$ cat src/rtl/store_write_buffer_if.sv
// Store-queue / write-bus bundle for store_write_buffer.
// slave = the buffer itself, master = store queue plus bus environment.
interface store_write_buffer_if;
  logic        sq_valid;
  logic [31:0] sq_addr;
  logic [3:0]  sq_be;
  logic [31:0] sq_data;
  logic        sq_pop;
  logic        bus_req;
  logic [29:0] bus_addr;
  logic [3:0]  bus_be;
  logic [31:0] bus_wdata;
  logic        bus_ready;
  logic        bus_ack;
  logic        empty;
  logic        drained;

  modport slave (
    input  sq_valid, sq_addr, sq_be, sq_data, bus_ready, bus_ack,
    output sq_pop, bus_req, bus_addr, bus_be, bus_wdata, empty, drained
  );

  modport master (
    output sq_valid, sq_addr, sq_be, sq_data, bus_ready, bus_ack,
    input  sq_pop, bus_req, bus_addr, bus_be, bus_wdata, empty, drained
  );
endinterface

$ cat src/rtl/store_write_buffer.sv
// In-order store write buffer: circular FIFO between store queue and write bus,
// with a cap on unacknowledged writes. Define STORE_WRITE_BUFFER_MERGE_EN to merge same-word stores into the tail.
module store_write_buffer #(
  parameter int DEPTH           = 4,
  parameter int MAX_OUTSTANDING = 2
) (
  input logic                clk,
  input logic                rst,
  store_write_buffer_if.slave sif
);
  localparam int PW = $clog2(DEPTH);
  localparam int CW = $clog2(DEPTH + 1);
  localparam int OW = $clog2(MAX_OUTSTANDING + 1);
  localparam logic [CW-1:0] DEPTH_C = CW'(DEPTH);
  localparam logic [OW-1:0] MAX_C   = OW'(MAX_OUTSTANDING);

  typedef struct packed {
    logic [29:0] addr;
    logic [3:0]  be;
    logic [31:0] data;
  } entry_t;

  entry_t          mem_q [DEPTH];
  logic [PW-1:0]   head_q, head_d, tail_q, tail_d, tail_idx;
  logic [CW-1:0]   count_q, count_d;
  logic [OW-1:0]   out_q, out_d;
  logic            rst_dly_q, rst_dly_d;
  logic            rst_hold, empty_int, req, issue, merge_hit, pop, push, wr_en;
  logic [PW-1:0]   wr_idx;
  entry_t          wr_entry;
  logic            unused_addr_lsbs;

  assign unused_addr_lsbs = ^sif.sq_addr[1:0];

  // NOTE: combinational logic uses blocking '=' and every output gets a default
  // first, so no path leaves a variable unassigned and no latch is inferred.
  always_comb begin
    rst_dly_d = rst;
    // Handshakes stay quiet through the reset cycle and the one after it.
    rst_hold  = rst | rst_dly_q;
    empty_int = (count_q == '0);
    req       = ~rst_hold & ~empty_int & (out_q < MAX_C);
    issue     = req & sif.bus_ready;
    tail_idx  = tail_q - PW'(1);

`ifdef STORE_WRITE_BUFFER_MERGE_EN
    // The tail equals the head when count is 1; never modify an entry leaving this cycle.
    merge_hit = sif.sq_valid & (|sif.sq_be) & ~empty_int
              & (mem_q[tail_idx].addr == sif.sq_addr[31:2])
              & ~(issue & (count_q == CW'(1)));
`else
    merge_hit = 1'b0;
`endif

    pop   = ~rst_hold & sif.sq_valid & ((count_q < DEPTH_C) | merge_hit);
    push  = pop & (|sif.sq_be) & ~merge_hit;
    wr_en = push | (pop & merge_hit);

    wr_idx   = merge_hit ? tail_idx : tail_q;
    wr_entry = merge_hit ? mem_q[tail_idx] : '{addr: sif.sq_addr[31:2], be: 4'b0, data: 32'b0};
    wr_entry.be = wr_entry.be | sif.sq_be;
    for (int b = 0; b < 4; b++) begin
      if (sif.sq_be[b]) wr_entry.data[8*b +: 8] = sif.sq_data[8*b +: 8];
    end

    head_d  = issue ? head_q + PW'(1) : head_q;
    tail_d  = push  ? tail_q + PW'(1) : tail_q;
    count_d = count_q;
    if (push && !issue)      count_d = count_q + CW'(1);
    else if (issue && !push) count_d = count_q - CW'(1);
    out_d = out_q;
    if (issue && !(sif.bus_ack && out_q != '0))      out_d = out_q + OW'(1);
    else if (!issue && sif.bus_ack && out_q != '0)   out_d = out_q - OW'(1);

    sif.sq_pop    = pop;
    sif.bus_req   = req;
    sif.bus_addr  = mem_q[head_q].addr;
    sif.bus_be    = mem_q[head_q].be;
    sif.bus_wdata = mem_q[head_q].data;
    sif.empty     = rst | empty_int;
    sif.drained   = rst | (empty_int & (out_q == '0));
  end

  always_ff @(posedge clk) begin
    rst_dly_q <= rst_dly_d;
    if (rst) begin
      head_q  <= '0;
      tail_q  <= '0;
      count_q <= '0;
      out_q   <= '0;
    end else begin
      head_q  <= head_d;
      tail_q  <= tail_d;
      count_q <= count_d;
      out_q   <= out_d;
    end
  end

  // NOTE: entry storage is deliberately not reset; count/pointers alone define
  // which entries are live, and a reset-free array maps onto plain RAM/flops.
  always_ff @(posedge clk) begin
    if (wr_en) mem_q[wr_idx] <= wr_entry;
  end

  ack_no_underflow: assert property (@(posedge clk) disable iff (rst)
    !(sif.bus_ack && out_q == '0));
endmodule

$ cat src/flat_wrapper.sv
// flat-port wrapper written by rule: the top's interface ports become plain ports
module store_write_buffer_flat 
#(
  parameter int DEPTH           = 4,
  parameter int MAX_OUTSTANDING = 2
)
  (clk, rst, sif_sq_valid, sif_sq_addr, sif_sq_be, sif_sq_data, sif_bus_ready, sif_bus_ack, sif_sq_pop, sif_bus_req, sif_bus_addr, sif_bus_be, sif_bus_wdata, sif_empty, sif_drained);
  store_write_buffer_if sif_i ();
  input logic clk;
  input logic rst;
  input wire logic [$bits(sif_i.sq_valid)-1:0] sif_sq_valid;
  input wire logic [$bits(sif_i.sq_addr)-1:0] sif_sq_addr;
  input wire logic [$bits(sif_i.sq_be)-1:0] sif_sq_be;
  input wire logic [$bits(sif_i.sq_data)-1:0] sif_sq_data;
  input wire logic [$bits(sif_i.bus_ready)-1:0] sif_bus_ready;
  input wire logic [$bits(sif_i.bus_ack)-1:0] sif_bus_ack;
  output wire logic [$bits(sif_i.sq_pop)-1:0] sif_sq_pop;
  output wire logic [$bits(sif_i.bus_req)-1:0] sif_bus_req;
  output wire logic [$bits(sif_i.bus_addr)-1:0] sif_bus_addr;
  output wire logic [$bits(sif_i.bus_be)-1:0] sif_bus_be;
  output wire logic [$bits(sif_i.bus_wdata)-1:0] sif_bus_wdata;
  output wire logic [$bits(sif_i.empty)-1:0] sif_empty;
  output wire logic [$bits(sif_i.drained)-1:0] sif_drained;
  assign sif_i.sq_valid = sif_sq_valid;
  assign sif_i.sq_addr = sif_sq_addr;
  assign sif_i.sq_be = sif_sq_be;
  assign sif_i.sq_data = sif_sq_data;
  assign sif_i.bus_ready = sif_bus_ready;
  assign sif_i.bus_ack = sif_bus_ack;
  assign sif_sq_pop = sif_i.sq_pop;
  assign sif_bus_req = sif_i.bus_req;
  assign sif_bus_addr = sif_i.bus_addr;
  assign sif_bus_be = sif_i.bus_be;
  assign sif_bus_wdata = sif_i.bus_wdata;
  assign sif_empty = sif_i.empty;
  assign sif_drained = sif_i.drained;
  store_write_buffer #(.DEPTH(DEPTH), .MAX_OUTSTANDING(MAX_OUTSTANDING)) u_core (.clk(clk), .rst(rst), .sif(sif_i));
endmodule
$ cat config.mk
export PLATFORM = sky130hd
export DESIGN_NAME = store_write_buffer_flat
export DESIGN_NICKNAME = d
export VERILOG_FILES = /design/src/rtl/store_write_buffer_if.sv /design/src/rtl/store_write_buffer.sv /design/src/flat_wrapper.sv
export SDC_FILE = /design/constraint.sdc
export NUM_CORES = 1
export LEC_CHECK = 0
export BUFFER_PORTS_ARGS = -buffer_cell sky130_fd_sc_hd__buf_4
export CAP_MARGIN = 20
export CORE_AREA = 5 5 121 209
export DETAILED_ROUTE_END_ITERATION = 10
export DIE_AREA = 0 0 126 214
export PLACE_DENSITY_LB_ADDON = 0.2
export SYNTH_ARGS = -nofsm -noshare
export SYNTH_HDL_FRONTEND = slang
export SYNTH_SLANG_ARGS = --single-unit
$ cat constraint.sdc
create_clock -name clk -period 4.05 [get_ports clk]
set_input_delay 0.2025 -clock clk [delete_from_list [all_inputs] [get_ports clk]]
set_output_delay 0.2025 -clock clk [all_outputs]
set_load 0.05 [all_outputs]
==> metrics.txt <==
status=finished, final reports clean; port buffer count=140; core area=23300 um^2; hold_ws=0.0226 ns; crit path max fanout=39; worst path bufs/invs=2; Fmax achieved=364 MHz; FF-to-FF End=u_core.mem_q[2][58]; cells along the critical path=buf_12 -> mux4_2 -> buf_4; DRC Markers=0; mapped cell area=10300 um^2; cell family with the largest share of critical-path delay=flip-flops; Yosys cell types=31; detailed-placement wirelength estimate=11200 um; Post-synth EDFFs=264; top post-synthesis cells by count=edfxtp_1 (264), mux4_2 (66), and2_1 (32); Syn Area/Cell=23.1 um^2; # setup viols final=0; area share of the largest cell type after synthesis=76.9%; syn_nets=525; Slew Limit Fails=0; I/O pin count=143; first-pass GRT wire length=30600 um; # diodes=0; WHS Endpoint=u_core.mem_q[2][32]; Final #Nets=712; Max VDD drop=0.495 mV; Int Pwr=4.54 mW; post-DR wirelength/cell=20.5 um; Final Core Density=54.9%; Reg power frac=55.2%; CTS Root Cell=clkbuf_16; most frequent cell after synthesis=edfxtp_1; worst clock skew=0.00766 ns; P per Cell Area=450 nW/um^2; register area=8180 um^2; worst skew pair latency=0.51 ns; initial core utilization=44.2%; Filler Cell Count=1858; Synth Flop Type=edfxtp_1; H-tree depth=1; post-synthesis cell count=446; clk slew on worst S/H paths=0.06 ns; Critical-path top delay cell=dfxtp_4; TritonCTS Buffers=25; Area Growth Syn to Fin=24.3%; placed instance area=11700 um^2; area of the multi-input gates=2080 um^2; kind of path behind the tightest hold check=input port to flop; DRT Pass-1 Iters=4; DR vias=4971; die area=27000 um^2; post-synth top area cell=edfxtp_1; Worst Hold Depth=1; Total GRT Usage=14.6%; row cnt=74; min-delay src=sif_sq_be[0]; Final Hold Fails=0; CTS tree=built; Final ANT Viol Nets=0; type of the worst setup path=flop to primary output; layout cells sized above 1=38.5%; GRT Residual Overflow=0; post-CTS sizing=0; worst-case reg-to-reg path depth=3; Post-Layout Inst Area=12800 um^2; CP Data Required Time=3.85 ns; setup TNS=0 ns; total routed wirelength=19600 um; clock power share=36.9%; CP arrival=2.55 ns; initial antenna violation count=0; Slew Limit Headroom=28.4%; Clock Tree Buf Depth=3; Net Sw Frac=21.3%; Synth Warn #=0; Comb power frac=8.0%; DIE HEIGHT=214 um; most area-consuming cells after synthesis=edfxtp_1 (77%), mux4_2 (14%), dfxtp_1 (2.3%), and2_1 (1.9%), ha_1 (0.61%); RSZ-0062 raised after global routing=false; Worst Setup End Kind=primary output; Async SR Flop Fraction=0%; R2R setup slack=1.40 ns; Die Span X=126 um; R2R Path Start=u_core.count_q[2]; vias in the first global route=5558; Slew @ Worst Pin=1.07 ns; vias per cell=5.21; Sink Count=276; max incr delay on CP=0.89 ns; startpoint types=flop; synthesis-stage register bit count=276; total power=5.77 mW; Leakage=4.25 nW; GP Congestion=0.692; # Max-Cap Violations=0; DRT iter0 DRCs=251; period utilization=67.9%; Final min period=2.75 ns; largest net degree at the start of global routing=67; sequential share of the synthesized area=79.2%; switching power=1.23 mW
==> flip-flops by register name (all words and copies together) (netlist names), named ones only <==
register	count
u_core.count_q	3
u_core.out_q	2
u_core.head_q	2
u_core.mem_q	264
u_core.rst_dly_q	1
u_core.tail_q	2
==> cell families after synthesis <==
kind of cell    count (synthesis)  share of synthesized area (%)
simple gates                   59                           3.63
mux                            67                           14.5
compound gates                 16                          0.838
flops                         276                           79.2
xor+xnor                        2                          0.170
buf+inv                        20                          0.813
fa+ha+maj                       6                          0.801
==> stage by stage <==
stage / std cells / setup slack, ns
2_1_floorplan: 446 / 0.504
3_3_place_gp: 876 / 1.45
3_5_place_dp: 876 / 1.38
4_1_cts: 953 / 1.16
5_1_grt: 954 / 1.06
6_report: 954 / 1.30
==> cell usage in the layout, fill, tap and decap left out, types with 6 or more instances in the layout <==
master           n
and2_1          32
mux4_2          66
clkbuf_16       25
buf_4          140
o21ai_0          6
dlygate4sd3_1   33
a21oi_1          7
dfxtp_1         10
clkinv_1         8
edfxtp_1       264
==> power by group through the flow <==
stage	clock network, mW	logic, mW	registers [mW]
after floorplan	0	0.273	3.23
after global placement	0	0.429	3.24
after detailed placement	0	0.440	3.25
after CTS	2.20	0.467	3.18
after global routing	2.32	0.489	3.19
final	2.13	0.461	3.18
==> layout make-up <==
| class | instances | share of cell area, % |
|---|---|---|
| timing repair buffer | 175 | 11.2 |
| clock inverter | 14 | 0.693 |
| tap | 304 | 2.97 |
| inverter | 5 | 0.146 |
| multi-input combinational | 150 | 16.2 |
| sequential | 276 | 63.8 |
| clock buffer | 30 | 5.03 |
==> layer usage <==
metal / GRT usage (%) / vias up / share of wire, %
met5: 0 / - / 0
met4: 4.76 / 0 / 1.8
met3: 2.79 / 21 / 4.8
met1: 16.9 / 2599 / 37
met2: 26.9 / 107 / 56
li1: - / 2244 / -
==> timing repair <==
action | 4_1_cts | 5_1_grt
hold buffers | 33 | 0
setup buffers | 0 | 0
hold endpoints to repair | 140 | 0
==> worst max path at each step <==
stage	end	cells after the start	start	slack, ns
final	sif_bus_wdata[15]	3	flop	1.30
after global routing	sif_bus_be[2]	3	flop	1.06
after CTS	sif_bus_wdata[27]	3	flop	1.16
after detailed placement	u_core.mem_q[0][55]	4	rst	1.38
after global placement	u_core.mem_q[0][55]	4	rst	1.45
after floorplan	u_core.mem_q[0][0]	3	u_core.count_q[2]	0.50
(Power assumes the default switching activity.)
